$ cat src/rtl/midi_cc_bank_tx.sv
// midi_cc_bank_tx: debounced multi-button MIDI Control Change transmitter.
// Each debounced press (and optionally release) queues a CC message that is
// serialised 8N1, LSB first, at CLK_DIV clocks per bit.
// Ports:
//   clk       system clock
//   rst       asynchronous active-high reset
//   btn       raw asynchronous active-high buttons
//   midi_tx   serial MIDI out, idle high
//   busy      high while a message is being shifted out
//   msg_sent  one-cycle pulse when a message completes
//   led_act   toggles once per message sent
module midi_cc_bank_tx #(
  parameter int unsigned N_BTN           = 4,
  parameter int unsigned CLK_DIV         = 3200,
  parameter int unsigned DEBOUNCE_CYCLES = 1_000_000,
  parameter int unsigned CHANNEL         = 0,
  parameter int unsigned CC_BASE         = 46,
  parameter bit          SEND_RELEASE    = 1'b1,
  parameter bit          RUNNING_STATUS  = 1'b0,
  parameter int unsigned RS_TIMEOUT      = 3_200_000
) (
  input  logic             clk,
  input  logic             rst,
  input  logic [N_BTN-1:0] btn,
  output logic             midi_tx,
  output logic             busy,
  output logic             msg_sent,
  output logic             led_act
);

  localparam int unsigned BAUD_W  = (CLK_DIV > 1) ? $clog2(CLK_DIV) : 1;
  localparam int unsigned DB_W    = $clog2(DEBOUNCE_CYCLES);
  localparam int unsigned RS_W    = $clog2(RS_TIMEOUT + 1);
  localparam int unsigned IDX_W   = (N_BTN > 1) ? $clog2(N_BTN) : 1;
  localparam int unsigned FRAME_W = 30;
  localparam int unsigned BITS_W  = 5;

  typedef enum logic {ST_IDLE, ST_SHIFT} state_t;

  state_t               r_state, w_state_nxt;
  logic [N_BTN-1:0]     r_sync1, r_sync2, r_db, r_db_d;
  logic [DB_W-1:0]      r_db_cnt [N_BTN];
  logic [N_BTN-1:0]     r_pend, r_val_hi;
  logic [FRAME_W-1:0]   r_shift;
  logic [BITS_W-1:0]    r_bits;
  logic [BAUD_W-1:0]    r_baud;
  logic [RS_W-1:0]      r_idle_cnt;
  logic                 r_rs_valid, r_busy, r_sent, r_led;

  logic [N_BTN-1:0]     w_rise, w_fall, w_evt;
  logic [IDX_W-1:0]     w_sel_idx;
  logic                 w_any, w_capture, w_bit_end, w_frame_end, w_omit;
  logic [6:0]           w_cc, w_val;
  logic [7:0]           w_status;
  logic [FRAME_W-1:0]   w_frame_full, w_frame_short;

  // 2-FF synchroniser and per-button debounce counters
  always_ff @(posedge clk or posedge rst) begin
    if (rst) begin
      r_sync1 <= '0;
      r_sync2 <= '0;
      r_db    <= '0;
      r_db_d  <= '0;
      for (int i = 0; i < N_BTN; i++) r_db_cnt[i] <= '0;
    end else begin
      r_sync1 <= btn;
      r_sync2 <= r_sync1;
      r_db_d  <= r_db;
      for (int i = 0; i < N_BTN; i++) begin
        if (r_sync2[i] == r_db[i]) begin
          r_db_cnt[i] <= '0;
        end else if (r_db_cnt[i] == DB_W'(DEBOUNCE_CYCLES - 1)) begin
          r_db[i]     <= r_sync2[i];
          r_db_cnt[i] <= '0;
        end else begin
          r_db_cnt[i] <= r_db_cnt[i] + DB_W'(1);
        end
      end
    end
  end

  // Debounced edges become events one cycle after db changes
  assign w_rise = r_db & ~r_db_d;
  assign w_fall = ~r_db & r_db_d & {N_BTN{SEND_RELEASE}};
  assign w_evt  = w_rise | w_fall;

  // Fixed priority: lowest pending index wins
  always_comb begin
    w_sel_idx = '0;
    w_any     = 1'b0;
    for (int i = N_BTN - 1; i >= 0; i--) begin
      if (r_pend[i]) begin
        w_sel_idx = IDX_W'(i);
        w_any     = 1'b1;
      end
    end
  end

  // Pending flags; a same-cycle event beats the capture clear
  always_ff @(posedge clk or posedge rst) begin
    if (rst) begin
      r_pend   <= '0;
      r_val_hi <= '0;
    end else begin
      for (int i = 0; i < N_BTN; i++) begin
        if (w_evt[i]) begin
          r_pend[i]   <= 1'b1;
          r_val_hi[i] <= w_rise[i];
        end else if (w_capture && (w_sel_idx == IDX_W'(i))) begin
          r_pend[i] <= 1'b0;
        end
      end
    end
  end

  // Frame image: bit 0 goes out first
  assign w_cc          = 7'(CC_BASE) + 7'(w_sel_idx);
  assign w_val         = r_val_hi[w_sel_idx] ? 7'h7F : 7'h00;
  assign w_status      = {4'hB, 4'(CHANNEL)};
  assign w_omit        = RUNNING_STATUS && r_rs_valid;
  assign w_frame_full  = {1'b1, 1'b0, w_val, 1'b0,
                          1'b1, 1'b0, w_cc,  1'b0,
                          1'b1, w_status,    1'b0};
  assign w_frame_short = {10'h3FF, w_frame_full[FRAME_W-1:10]};
  assign w_bit_end     = (r_baud == BAUD_W'(CLK_DIV - 1));

  // State register
  always_ff @(posedge clk or posedge rst) begin
    if (rst) r_state <= ST_IDLE;
    else     r_state <= w_state_nxt;
  end

  // Next state and control strobes
  always_comb begin
    w_state_nxt = r_state;
    w_capture   = 1'b0;
    w_frame_end = 1'b0;
    case (r_state)
      ST_IDLE: begin
        if (w_any) begin
          w_capture   = 1'b1;
          w_state_nxt = ST_SHIFT;
        end
      end
      ST_SHIFT: begin
        if (w_bit_end && (r_bits == BITS_W'(1))) begin
          w_frame_end = 1'b1;
          w_state_nxt = ST_IDLE;
        end
      end
      default: w_state_nxt = ST_IDLE;
    endcase
  end

  // Shifter, baud timing, status outputs and running-status tracking
  always_ff @(posedge clk or posedge rst) begin
    if (rst) begin
      r_shift    <= '1;
      r_bits     <= '0;
      r_baud     <= '0;
      r_busy     <= 1'b0;
      r_sent     <= 1'b0;
      r_led      <= 1'b0;
      r_rs_valid <= 1'b0;
      r_idle_cnt <= '0;
    end else begin
      r_sent <= w_frame_end;
      r_busy <= (w_state_nxt == ST_SHIFT);
      if (w_frame_end) r_led <= ~r_led;

      if (w_capture) begin
        r_shift <= w_omit ? w_frame_short : w_frame_full;
        r_bits  <= w_omit ? BITS_W'(20) : BITS_W'(30);
        r_baud  <= '0;
      end else if (r_state == ST_SHIFT) begin
        if (w_bit_end) begin
          r_baud <= '0;
          // Final stop bit stays on the line; upper bits are already ones
          if (!w_frame_end) begin
            r_shift <= {1'b1, r_shift[FRAME_W-1:1]};
            r_bits  <= r_bits - BITS_W'(1);
          end else begin
            r_bits <= '0;
          end
        end else begin
          r_baud <= r_baud + BAUD_W'(1);
        end
      end

      if (w_capture && !w_omit)                   r_rs_valid <= 1'b1;
      else if (r_idle_cnt == RS_W'(RS_TIMEOUT))   r_rs_valid <= 1'b0;

      // Idle counter saturates at the timeout
      if ((r_state == ST_IDLE) && !w_any) begin
        if (r_idle_cnt != RS_W'(RS_TIMEOUT)) r_idle_cnt <= r_idle_cnt + RS_W'(1);
      end else begin
        r_idle_cnt <= '0;
      end
    end
  end

  assign midi_tx  = r_shift[0];
  assign busy     = r_busy;
  assign msg_sent = r_sent;
  assign led_act  = r_led;

endmodule

$ cat config.mk
export PLATFORM = sky130hd
export DESIGN_NAME = midi_cc_bank_tx
export DESIGN_NICKNAME = d
export VERILOG_FILES = /design/src/rtl/midi_cc_bank_tx.sv
export SDC_FILE = /design/constraint.sdc
export NUM_CORES = 1
export LEC_CHECK = 0
export CAP_MARGIN = 15
export CORE_UTILIZATION = 60
export DETAILED_ROUTE_END_ITERATION = 10
export GPL_ROUTABILITY_DRIVEN = 0
export PLACE_DENSITY = 0.77
export SLEW_MARGIN = 20
export SYNTH_ARGS = -nofsm -noshare
export SYNTH_HDL_FRONTEND = slang
export SYNTH_SLANG_ARGS = --single-unit
$ cat constraint.sdc
create_clock -name clk -period 5.4 [get_ports clk]
set_clock_uncertainty 0.2 [all_clocks]
set_input_delay 0.54 -clock clk [delete_from_list [all_inputs] [get_ports clk]]
set_output_delay 0.54 -clock clk [all_outputs]
set_load 0.01 [all_outputs]
==> flow_metrics.py <==
metrics = {
    "critical_path": {
        "r2r-end": "r_shift[11]",
        "critPathKind": "flop to flop",
        "timing.critical_path.cells": "or3_1, nor3_2, a211o_1, nor3_1, nor3_1",
        "cp_common_cell": "nor3_1",
        "critical_path.reg2reg.startpoint": "busy",
        "crit_path_start": "busy",
        "worst-endpoint-required_ns": 5.54,
        "critPathSlowestCell": "a211o_1",
        "critPathCaptureType": "flop",
        "cp_data_arrival_time_ns": 3.09,
        "regToRegSetupSlack_ns": 2.46,
        "crit_end": "r_shift[11]",
        "timing.critical_path.slowest_cell_delay_ns": 0.76,
        "crit_path_start_kind": "flop",
        "r2r_cells": 5,
        "crit_fanout": 29,
    },
    "placed_design": {
        "dp.final_hpwl_um": 7899,
        "post_dp_cell_area_um2": 7169,
        "buffer_ports.inserted": 9,
    },
    "floorplan": {
        "fp.dieW_um": 110.0,
        "top_level_ports": 10,
        "initial_util": 0.6132,
        "core-area_um2": 11420,
        "design.die.area_um2": 12110,
        "rows": 39,
        "chipHeight_um": 110.0,
    },
    "sta": {
        "final_hold_violations": 0,
        "tightest_slew_ns": 0.8644,
        "timing.final.setup_violations": 0,
        "max-slew-margin-rel": 0.4216,
        "slew_viol_final": 0,
        "rsz_0062_raised_after_global_routing": "false",
        "final_min_period_over_clock_period": 0.5447,
        "fin_hold_ws_ns": 0.1517,
        "setup-tns-final_ns": 0,
        "maxClockFrequency_mhz": 340.0,
        "final.min_clock_period_ns": 2.941,
    },
    "cells_and_area": {
        "antenna_cells": 0,
        "layout_commonest_cell": "dfrtp_1",
        "finalNetCount": 725,
        "final_core_utilization": 0.6870,
        "layout.cells.most_common_list": "dfrtp_1, nor2_1, nand2_1",
        "final_cell_area_excluding_filler_cells_um2": 7845,
        "drive_gt1_frac": 0.1123,
        "area_growth_syn_to_layout_pct": 12.04,
    },
    "synthesis": {
        "synthDistinctLibCells": 49,
        "mux_contribution_to_synthesized_area": 0.01287,
        "ys_async_sr_fraction": 1.000,
        "seq_cells_post_synth": 153,
        "synth_top_family_by_area": "simple AND/OR/NAND/NOR gates",
        "basic_gate_share_of_the_synthesized_area_counting_and_or_nand_and_nor_cells": 0.2429,
        "syn-cell-area_um2": 7002,
        "xor_xnor_share_of_the_synthesized_area": 0.09882,
        "synth_nets": 717,
        "synth-compound-area-share": 0.04682,
        "synth_ff_type": "dfrtp_1",
        "synth_area_leader": "dfrtp_1",
        "synth_edf_count": 0,
        "avg_cell_area_syn_um2": 10.00,
        "yosysWarnings": 0,
        "ys_top_cells_by_area": "dfrtp_1, dfstp_2, xor2_1, nor2_1, nand2_1",
        "synthesized_netlist_cell_count": 700,
        "synth_seq_area_share": 0.5520,
        "synth_top_area_frac": 0.4432,
        "synth_adder_area_share": 0.01966,
    },
    "clock_network": {
        "postCtsResizedCells": 0,
        "ctsRootBufferMaster": "clkbuf_16",
        "numClockSinks": 153,
        "setup_fix_buffers_added_after_clock_tree_synthesis": 0,
        "clock_insertion_delay_worst_skew_ns": 0.42,
        "cts_htree_levels": 4,
        "worst_setup_hold_path_clk_slew_ns": 0.06,
        "tritoncts": "yes",
        "holdBufCountCts": 0,
        "clk_path_buf_depth": 2,
        "tritoncts.num_buffers": 17,
    },
    "drt": {
        "post_drt_via_cell_ratio": 5.740,
        "drt_wl_total_um": 12510,
        "dr_wl_cell_um": 14.48,
        "route.vias.total": 4959,
        "drt_iter0_drc": 370,
        "drtPass1Iterations": 5,
        "route.detailed.drc": 0,
        "ant_nets": 0,
    },
    "global_routing": {
        "grt_remaining_overflow": 0,
        "grt_pass1_wl_um": 21650,
        "grt_max_degree": 116,
        "grt.total_usage": 0.2340,
        "grt_antenna_before_repair": 0,
        "number_of_global_route_vias_before_repair": 4794,
    },
    "worst_hold_path": {
        "holdCritPathClass": "flop to flop",
    },
    "run_status": {
        "status": "completed",
    },
    "flow_run": {
        "maxCapViolCount": 0,
    },
    "pwr": {
        "cellLeakagePower_nw": 3.525,
        "power_dens_cells_nw_per_um2": 320.6,
        "worst_ir_drop_vdd_uv": 441.6,
    },
}
[cells in the mapped netlist (11+ instances only)]
library cell  number
and3_1            22
dfrtp_1          124
xor2_1            53
xnor2_1           26
o21ai_0           23
nand2_1           92
ha_1              11
inv_1             17
nor2_1           104
dfstp_2           29
nand3_1           62
nor3_1            14
nand4_1           20
[worst max-delay path: cells and delay by family, from the launching register on]
kind | cells | cell delay [ns]
compound gates | 1 | 0.76
flops | 1 | 0.55
simple gates | 4 | 1.36
[layer usage]
| layer | vias up | global-route usage | part of all wire |
|---|---|---|---|
| met3 | 17 | 0.07466 | 0.036 |
| li1 | 2396 | - | - |
| met2 | 93 | 0.3741 | 0.48 |
| met1 | 2453 | 0.2983 | 0.47 |
| met4 | 0 | 0.08762 | 0.016 |
| met5 | - | 0 | 0 |
[registers in the layout, summed over array words and instances (netlist names)]
| signal | count |
|---|---|
| led_act | 1 |
| r_pend | 4 |
| r_shift | 29 |
| r_bits | 5 |
| r_db | 4 |
| r_val_hi | 4 |
| r_db_d | 4 |
| r_sync2 | 4 |
| msg_sent | 1 |
| r_baud | 12 |
| busy | 1 |
| r_sync1 | 4 |
| r_db_cnt | 80 |
[worst min-delay path by stage]
stage	from	to	slack [ns]	cells after the start
2_1_floorplan	r_sync1[0]	r_sync2[0]	0.13	0
3_3_place_gp	r_sync1[1]	r_sync2[1]	0.14	0
3_5_place_dp	r_sync1[3]	r_sync2[3]	0.14	0
4_1_cts	r_sync1[3]	r_sync2[3]	0.15	0
5_1_grt	r_sync1[1]	r_sync2[1]	0.16	0
6_report	r_sync1[3]	r_sync2[3]	0.15	0
[cell families (layout without fill, tap and decap cells)]
group,after synthesis,after routing
and+or+nand+nor,355,355
buffers and inverters,41,62
adders and majority gates,11,11
AOI/OAI and AO/OA,53,53
DFF,153,153
muxes,8,8
xor gates and xnor gates,79,79
[layout make-up]
class	instances	area (um^2)
Fill cell	856	3573
Inverter	18	72.57
Timing Repair Buffer	12	132.6
Multi-Input combinational cell	506	2948
Tap cell	143	178.9
Clock buffer	18	429.2
Clock inverter	14	219.0
Sequential cell	153	3865
[where the power goes]
group	total [W]	internal [W]	leakage [nW]	switching [W]
logic	0.0000520	0.0000143	1.21	0.0000377
clock network	0.00130	0.000823	0.311	0.000472
registers	0.00117	0.00116	2.00	0.00000994
total	0.00252	0.00200	3.52	0.000520
[through the flow]
step / worst slack [ns] / std cells / total power, W
floorplan: 0.5865 / 700 / 0.001224
global placement: 2.598 / 831 / 0.001237
detailed placement: 2.483 / 831 / 0.001239
CTS: 2.460 / 863 / 0.002538
global route: 2.185 / 864 / 0.002597
finish: 2.459 / 864 / 0.002515
(Power assumes the default switching activity.)
